--- config.mk ---
export PLATFORM = sky130hd
export DESIGN_NAME = chunk_serial_adder
export DESIGN_NICKNAME = d
export VERILOG_FILES = /design/src/rtl/chunk_adder_pkg.sv /design/src/rtl/chunk_ripple_slice.sv /design/src/rtl/chunk_serial_adder.sv
export SDC_FILE = /design/constraint.sdc
export NUM_CORES = 1
export LEC_CHECK = 0
export CORE_ASPECT_RATIO = 0.8
export CORE_MARGIN = 5
export CORE_UTILIZATION = 50
export CTS_CLUSTER_DIAMETER = 60
export DETAILED_ROUTE_END_ITERATION = 10
export GPL_TIMING_DRIVEN = 0
export PLACE_DENSITY = 0.8
export SLEW_MARGIN = 10
export SYNTH_ARGS = -nofsm -noshare
export SYNTH_HDL_FRONTEND = slang
export SYNTH_SLANG_ARGS = --single-unit
--- constraint.sdc ---
create_clock -name clk -period 4.1 [get_ports clk]
set_input_delay 0.82 -clock clk [delete_from_list [all_inputs] [get_ports clk]]
set_output_delay 0.82 -clock clk [all_outputs]
set_load 0.01 [all_outputs]
--- src/rtl/chunk_adder_pkg.sv ---
// Shared types and helpers for the chunk-serial adder.
package chunk_adder_pkg;

  typedef enum logic [1:0] {
    ST_IDLE = 2'd0,
    ST_RUN  = 2'd1,
    ST_DONE = 2'd2
  } state_e;

  // Ceiling log2, never smaller than 1 so index registers always exist.
  function automatic int unsigned clog2_min1(input int unsigned n);
    int unsigned r;
    r = 0;
    for (int unsigned p = 1; p < n; p = p << 1) begin
      r = r + 1;
    end
    return (r == 0) ? 1 : r;
  endfunction

endpackage

--- src/rtl/chunk_ripple_slice.sv ---
// Combinational CHUNK-bit ripple-carry adder built from full-adder equations.
module chunk_ripple_slice #(
  parameter int unsigned CHUNK = 4
) (
  input  logic             ci,
  input  logic [CHUNK-1:0] x,
  input  logic [CHUNK-1:0] y,
  output logic [CHUNK-1:0] s,
  output logic             co
);

  logic c;

  always_comb begin
    c = ci;
    s = '0;
    for (int i = 0; i < int'(CHUNK); i++) begin
      s[i] = x[i] ^ y[i] ^ c;
      c    = (x[i] & y[i]) | (c & (x[i] ^ y[i]));
    end
    co = c;
  end

endmodule

--- src/rtl/chunk_serial_adder.sv ---
// Multi-cycle adder: WIDTH-bit a+b+cin computed CHUNK bits per clock through one shared slice.
// Optional subtract mode (op_sub port) is enabled by defining CHUNK_ADDSUB_EN.
module chunk_serial_adder
  import chunk_adder_pkg::*;
#(
  parameter int unsigned WIDTH = 16,
  parameter int unsigned CHUNK = 4
) (
  input  logic             clk,
  input  logic             rst,
  input  logic             in_valid,
  output logic             in_ready,
  input  logic [WIDTH-1:0] a,
  input  logic [WIDTH-1:0] b,
  input  logic             cin,
`ifdef CHUNK_ADDSUB_EN
  input  logic             op_sub,
`endif
  output logic             out_valid,
  input  logic             out_ready,
  output logic [WIDTH-1:0] sum,
  output logic             cout,
  output logic             ovf,
  output logic             busy
);

  localparam int unsigned NCHUNK = WIDTH / CHUNK;
  localparam int unsigned IDXW   = clog2_min1(NCHUNK);

  state_e            state_q, state_d;
  logic [WIDTH-1:0]  a_q, a_d, b_q, b_d, sum_q, sum_d;
  logic [IDXW-1:0]   idx_q, idx_d;
  logic              carry_q, carry_d, cout_q, cout_d, ovf_q, ovf_d;
  logic              sub_c, last_c, slice_co;
  logic [CHUNK-1:0]  slice_s;

`ifdef CHUNK_ADDSUB_EN
  assign sub_c = op_sub;
`else
  assign sub_c = 1'b0;
`endif

  assign last_c = (idx_q == IDXW'(NCHUNK - 1));

  chunk_ripple_slice #(.CHUNK(CHUNK)) u_slice (
    .ci (carry_q),
    .x  (a_q[idx_q*CHUNK +: CHUNK]),
    .y  (b_q[idx_q*CHUNK +: CHUNK]),
    .s  (slice_s),
    .co (slice_co)
  );

  always_ff @(posedge clk or posedge rst) begin
    if (rst) begin
      state_q <= ST_IDLE;
      a_q     <= '0;
      b_q     <= '0;
      sum_q   <= '0;
      idx_q   <= '0;
      carry_q <= 1'b0;
      cout_q  <= 1'b0;
      ovf_q   <= 1'b0;
    end else begin
      state_q <= state_d;
      a_q     <= a_d;
      b_q     <= b_d;
      sum_q   <= sum_d;
      idx_q   <= idx_d;
      carry_q <= carry_d;
      cout_q  <= cout_d;
      ovf_q   <= ovf_d;
    end
  end

  always_comb begin
    state_d = state_q;
    case (state_q)
      ST_IDLE: if (in_valid)  state_d = ST_RUN;
      ST_RUN:  if (last_c)    state_d = ST_DONE;
      ST_DONE: if (out_ready) state_d = ST_IDLE;
      default:                state_d = ST_IDLE;
    endcase
  end

  // Operand capture and one chunk of ripple per RUN cycle; b is stored already inverted for subtract.
  always_comb begin
    a_d     = a_q;
    b_d     = b_q;
    sum_d   = sum_q;
    idx_d   = idx_q;
    carry_d = carry_q;
    cout_d  = cout_q;
    ovf_d   = ovf_q;
    if (state_q == ST_IDLE && in_valid) begin
      a_d     = a;
      b_d     = b ^ {WIDTH{sub_c}};
      carry_d = sub_c | cin;
      idx_d   = '0;
    end else if (state_q == ST_RUN) begin
      sum_d[idx_q*CHUNK +: CHUNK] = slice_s;
      carry_d = slice_co;
      idx_d   = last_c ? '0 : IDXW'(idx_q + 1'b1);
      if (last_c) begin
        cout_d = slice_co;
        ovf_d  = (a_q[WIDTH-1] == b_q[WIDTH-1]) && (slice_s[CHUNK-1] != a_q[WIDTH-1]);
      end
    end
  end

  always_comb begin
    in_ready  = (state_q == ST_IDLE);
    out_valid = (state_q == ST_DONE);
    busy      = (state_q == ST_RUN) || (state_q == ST_DONE);
  end

  assign sum  = sum_q;
  assign cout = cout_q;
  assign ovf  = ovf_q;

endmodule

[Word level (Yosys, flattened, before mapping)]
Cells that the tools add are included.
W data, S select, Z words.
Storage, ports and cells
  bits in registers: 55
  word-level logic and storage cells: 61
  input port bits: 37
  output and inout port bits: 21
Cells by class
  add/subtract/negate cells: 2
  bitwise operators: 21
  equal/unequal tests: 8
  reduce and logical (&&, ||, !) cells: 8
  shifts and indexed selects: 4
  multiplexer cells: 10
Operators by type and width (count)
  $neg A4 Y34: 1
  $shift A4 B34 Y16 const A: 1
  $shiftx A4 B34 Y16: 1
  $shiftx A16 B5 Y4: 2
  $bwmux W16: 1
  $mux W2: 6
  $and A1 B1 Y1: 8
  $xor A1 B1 Y1: 8
  $pmux W2 S3: 1
  $reduce_and A3 Y1: 2
  $eq A2 B2 Y1 const B: 2
  $ne A2 B2 Y1 const B: 2
  $or A1 B1 Y1: 4
  $add A2 B1 Y2 const B: 1
  $eq A2 B1 Y1 const B: 1
  $logic_and A1 B1 Y1: 2
  $logic_not A2 Y1: 1
  $mux W1: 2
  $ne A2 B1 Y1 const B: 1
  $reduce_and A2 Y1: 1
  $reduce_bool A2 Y1: 1
  $eq A1 B1 Y1: 1
  $logic_or A1 B1 Y1: 1
  $ne A1 B1 Y1: 1
  $not A1 Y1: 1

[Depth between registers and ports, before layout]
Gate-level depths: netlist (run 1).
  depth in word-level cells: 12
  mapped depth: 10
  gate-level depth less buffers: 8

[Hierarchy]
A second synthesis (run 1) with hierarchy kept.
Second synthesis, totals
  cells, all modules: 201
  area, all modules: 2595.0 um^2
Modules (own cells, without submodules)
  chunk_serial_adder: sequential area each 1376.3 um^2, area an instance 2477.4 um^2, instances 1, cells an instance 187
  chunk_ripple_slice: sequential area each 0.0 um^2, area an instance 117.6 um^2, instances 1, cells an instance 14

[Worst setup path after synthesis (run 1)]
No wires, ideal clock.
  kind: reg-to-reg
  from: register idx_q[0]
  to: register ovf_q (netlist: ovf)
  path slack: 653 ps
  data required time: 3975 ps
  period minus slack after synthesis: 3447 ps
  stages on the path, launching flop included: 11
  library setup time: 125 ps
  buffers on the path: 2
  arrival time: 3322 ps
  cell sequence: dfrtp_1 clkbuf_2 buf_4 mux4_2 fa_1 fa_1 fa_1 fa_1 nand2b_1 o22ai_1 mux2_2
On the way
  word-level cells in the longest chain between the ends: 11
  elaborated cells between the ends (all ways): 20
  those cells by class: eq/ne: 2; shift: 2; bitwise: 14; reduce/logical: 2
RTL lines
  from (decl): line chunk_serial_adder.sv:32  | logic [IDXW-1:0] idx_q, idx_d;
  from (signal assigned): line chunk_serial_adder.sv:68  | idx_q <= idx_d;
  $shiftx A16 B5 Y4, on equally long branches: line chunk_serial_adder.sv:47, chunk_serial_adder.sv:48
  $xor A1 B1 Y1: line chunk_ripple_slice.sv:19  | c = (x[i] & y[i]) | (c & (x[i] ^ y[i]));
  $and A1 B1 Y1: line chunk_ripple_slice.sv:19
  $or A1 B1 Y1: line chunk_ripple_slice.sv:19
  $and A1 B1 Y1: line chunk_ripple_slice.sv:19
  $or A1 B1 Y1: line chunk_ripple_slice.sv:19
  $and A1 B1 Y1: line chunk_ripple_slice.sv:19
  $or A1 B1 Y1: line chunk_ripple_slice.sv:19
  $xor A1 B1 Y1: line chunk_ripple_slice.sv:18  | s[i] = x[i] ^ y[i] ^ c;
  $ne A1 B1 Y1: line chunk_serial_adder.sv:105  | ovf_d = (a_q[WIDTH-1] == b_q[WIDTH-1]) && (slice_s[CHUNK-1] != a_q[WIDTH-1]);
  $logic_and A1 B1 Y1: line chunk_serial_adder.sv:105
  to (signal assigned): line chunk_serial_adder.sv:71  | ovf_q <= ovf_d;
  to (decl): line chunk_serial_adder.sv:33  | logic carry_q, carry_d, cout_q, cout_d, ovf_q, ovf_d;
Parallel ways exist; a longest one is shown, timed or not.
A chain may end at the register's enable or synchronous reset.

[Final worst setup path (run 1)]
Ends and elaborated chain as after synthesis.

==> flow_metrics.py, run 1 <==
metrics = {
    "outcome": {
        "status": "completed",
    },
    "worst_setup_path": {
        "reg2reg_from": "idx_q[0]",
        "slowest_delay_ps": 580,
        "crit_chain": "clkbuf_2, buf_4, mux4_2, fa_1, fa_1, fa_1, fa_1, nand2b_1, o22ai_1, mux2_2",
        "crit_buf_inv": 2,
        "crit_path_max_fanout": 10,
        "arrival_ps": 4040,
        "crit_family": "adder cells",
        "crit_path_start_kind": "register",
        "critical_path.endpoint_type": "register",
        "required_ps": 4300,
        "critical_path_class": "register to register",
        "crit_path_start": "idx_q[0]",
        "cp_slowest_cell": "fa_1",
        "critPathMostFrequentCell": "fa_1",
    },
    "grt": {
        "grt_use_met1_pct": 22.2,
        "grt_max_degree": 34,
        "met2_usage_pct": 27.1,
        "grt_pass1_wl_um": 8170,
        "grt_overflow": 0,
        "gr-max-usage-layer": "met2",
        "globalRouteMet3Util_pct": 4.48,
        "antenna_found_initial": 0,
        "grt_use_total_pct": 16.8,
        "grt_pass1_vias": 1721,
    },
    "clocking": {
        "cts.sinks": 55,
        "insertion_delay_ps": 310,
        "cts_tree": "built",
        "cts.htree.levels": 2,
        "cts_root_buf": "clkbuf_8",
        "cts_inserted_buffers": 5,
        "post_cts_buffers": 0,
        "clk_path_buf_depth": 2,
        "cts_resized": 0,
        "clk_pin_slew_worst_paths_ps": 90,
        "hold_buffers": 0,
    },
    "yosys": {
        "synth_largest_area_cell": "dfrtp_1",
        "ys_seq_area_share_pct": 54.5,
        "synthCells": 174,
        "synth_warnings": 0,
        "yosys.cell_types.count": 24,
        "syn_area_um2": 2530,
        "syn_nets": 224,
        "ys_ff_latch": 55,
        "synth_area_leaders": "dfrtp_1 (54%), mux2_2 (16%), mux4_2 (7.1%), ha_1 (4.5%), a22o_1 (4.2%)",
        "synth_top_area_share_pct": 54.5,
        "synth.avg_cell_area_um2": 14.5,
    },
    "timing": {
        "worst_slew_pin_slew_ps": 493,
        "relSlewSlack_pct": 67.1,
        "drv_slew": 0,
        "post-route-period-util_pct": 93.8,
        "finalHoldViolations": 0,
        "finalClockSkew_ps": 7.18,
        "rsz0062_at_grt": "no",
        "finalSetupTns_ps": 0,
        "max_clock_freq_ghz": 0.260,
        "setup_viol": 0,
        "fin_crit_ps": 3840,
    },
    "floorplanning": {
        "chipHeight_um": 73.6,
        "pin_count": 58,
        "core-area_um2": 4950,
        "die_area_um2": 6590,
        "die_width_um": 89.5,
        "row_count": 23,
        "initial_core_util_pct": 51.1,
    },
    "cells_and_area": {
        "final_common_cell": "clkdlybuf4s50_1",
        "drive_gt1_share_pct": 26.3,
        "syn_to_final_growth_pct": 30.3,
        "stdcell_count": 302,
        "layout_common_cells": "clkdlybuf4s50_1 (57), dfrtp_1 (55), mux2_2 (36)",
        "antenna_cells": 0,
        "fin_nets": 289,
    },
    "drt": {
        "wl_um": 4840,
        "drt_iter0_markers": 38,
        "vias": 1604,
        "routedWlPerCell_um": 16.0,
        "ant_nets": 0,
        "drc_errors": 0,
        "via_per_inst": 5.31,
        "drtPass1Iterations": 4,
    },
    "placed_design": {
        "dp_cells": 294,
        "port_buffers": 57,
        "dp_hpwl_um": 3840,
        "place_congestion": 0.752,
    },
    "min_path": {
        "hp-start": "sum[3]",
        "holdCritPathClass": "register to register",
    },
    "pwr": {
        "powerDensity_nw_per_um2": 813,
        "leakage_nw": 1.42,
        "vdd_drop_max_mv": 0.525,
    },
    "job": {
        "cap_violations": 0,
    },
}
==> worst reg2reg max path, stage by stage, from the launching register on <==
cell	delay [ps]
dfrtp_1	440
clkbuf_2	240
buf_4	240
mux4_2	550
fa_1	390
fa_1	410
fa_1	400
fa_1	580
nand2b_1	120
o22ai_1	80
mux2_2	280
==> final timing paths <==
path / to / slack [ps] / cells past startpoint
setup reg to reg: ovf / 260 / 10
setup / recovery: ovf / 260 / 10
max in group asynchronous: b_q[11] / 2720 / 3
min in group asynchronous: sum[1] / 850 / 2
hold / removal: sum[3] / 490 / 2
hold reg to reg: sum[3] / 490 / 2
==> cell families after synthesis <==
logic type | count (synthesis) | share of synthesized area [%]
buffers and inverters | 15 | 2.67
AND/OR/NAND/NOR | 23 | 4.70
adder cells (fa/ha/maj) | 13 | 7.62
flip-flops | 55 | 54.5
AO/OA/AOI/OAI | 21 | 6.19
multiplexers | 47 | 24.4
==> flip-flops by register name, summed over array words and instances, names as in the netlist <==
| register | cells |
|---|---|
| a_q | 16 |
| b_q | 16 |
| carry_q | 1 |
| cout | 1 |
| idx_q | 2 |
| ovf | 1 |
| state_q | 2 |
| sum | 16 |
==> cell usage after synthesis (all sizes together) <==
cell,count
and4b,1
dfrtp,55
buf,6
clkbuf,1
mux2,36
o21ai,4
a21oi,3
inv,8
ha,9
nor2,2
a22o,12
a222oi,1
o22ai,1
mux2i,3
mux4,8
nand2b,1
and4,2
nand2,14
fa,4
and3,1
nor3b,1
nor2b,1
==> power breakdown <==
| part | switching [mW] | internal, mW |
|---|---|---|
| logic | 0.666 | 0.758 |
| registers | 0.142 | 0.799 |
| clock network | 0.174 | 0.138 |
| total | 0.982 | 1.70 |
==> area by class of cell <==
class                   instances  area (µm²)
flip-flops and latches         55        1380
fillers                       381        1660
multi-input cells             104        1080
clock inverters                 2        16.3
well taps                      62        77.6
inverters                       8        30.0
repair buffers                 58         591
plain buffers                   7        37.5
clock buffers                   6        82.6
==> layer usage <==
layer  vias to the layer above  wire length, µm
met3                         7              356
met5                         -                0
li1                        757                -
met4                         0               63
met1                       791             2030
met2                        49             2390
==> metrics by stage <==
step / instance area [µm²] / utilization (%) / worst slack (ps) / hold WS (ps) / total power [mW]
global route: 3290 / 66.6 / 141 / 521 / 2.88
global placement: 3180 / 64.2 / 331 / 469 / 2.34
floorplan: 2530 / - / 653 / 474 / 1.87
CTS: 3290 / 66.6 / 226 / 501 / 2.71
finish: 3290 / 66.6 / 256 / 494 / 2.68
detailed placement: 3200 / 64.6 / 259 / 480 / 2.40
Power figures use the tool's default switching activity.
==> run 2: changes to the inputs <==
Settings changed: CAP_MARGIN from default to 10.
Clock period 4.1 ns to 4.3 ns, I/O delays scaled along.
==> results of run 2 <==
Same layout as run 1 (identical final DEF). Status: completed.
Among the figures that moved: setup slack after placement 259 ps -> 459 ps; setup slack after layout 256 ps -> 456 ps; register-to-register setup slack 260 ps -> 460 ps; total power 2.68 mW -> 2.55 mW; worst IR drop on VDD 0.525 mV -> 0.501 mV
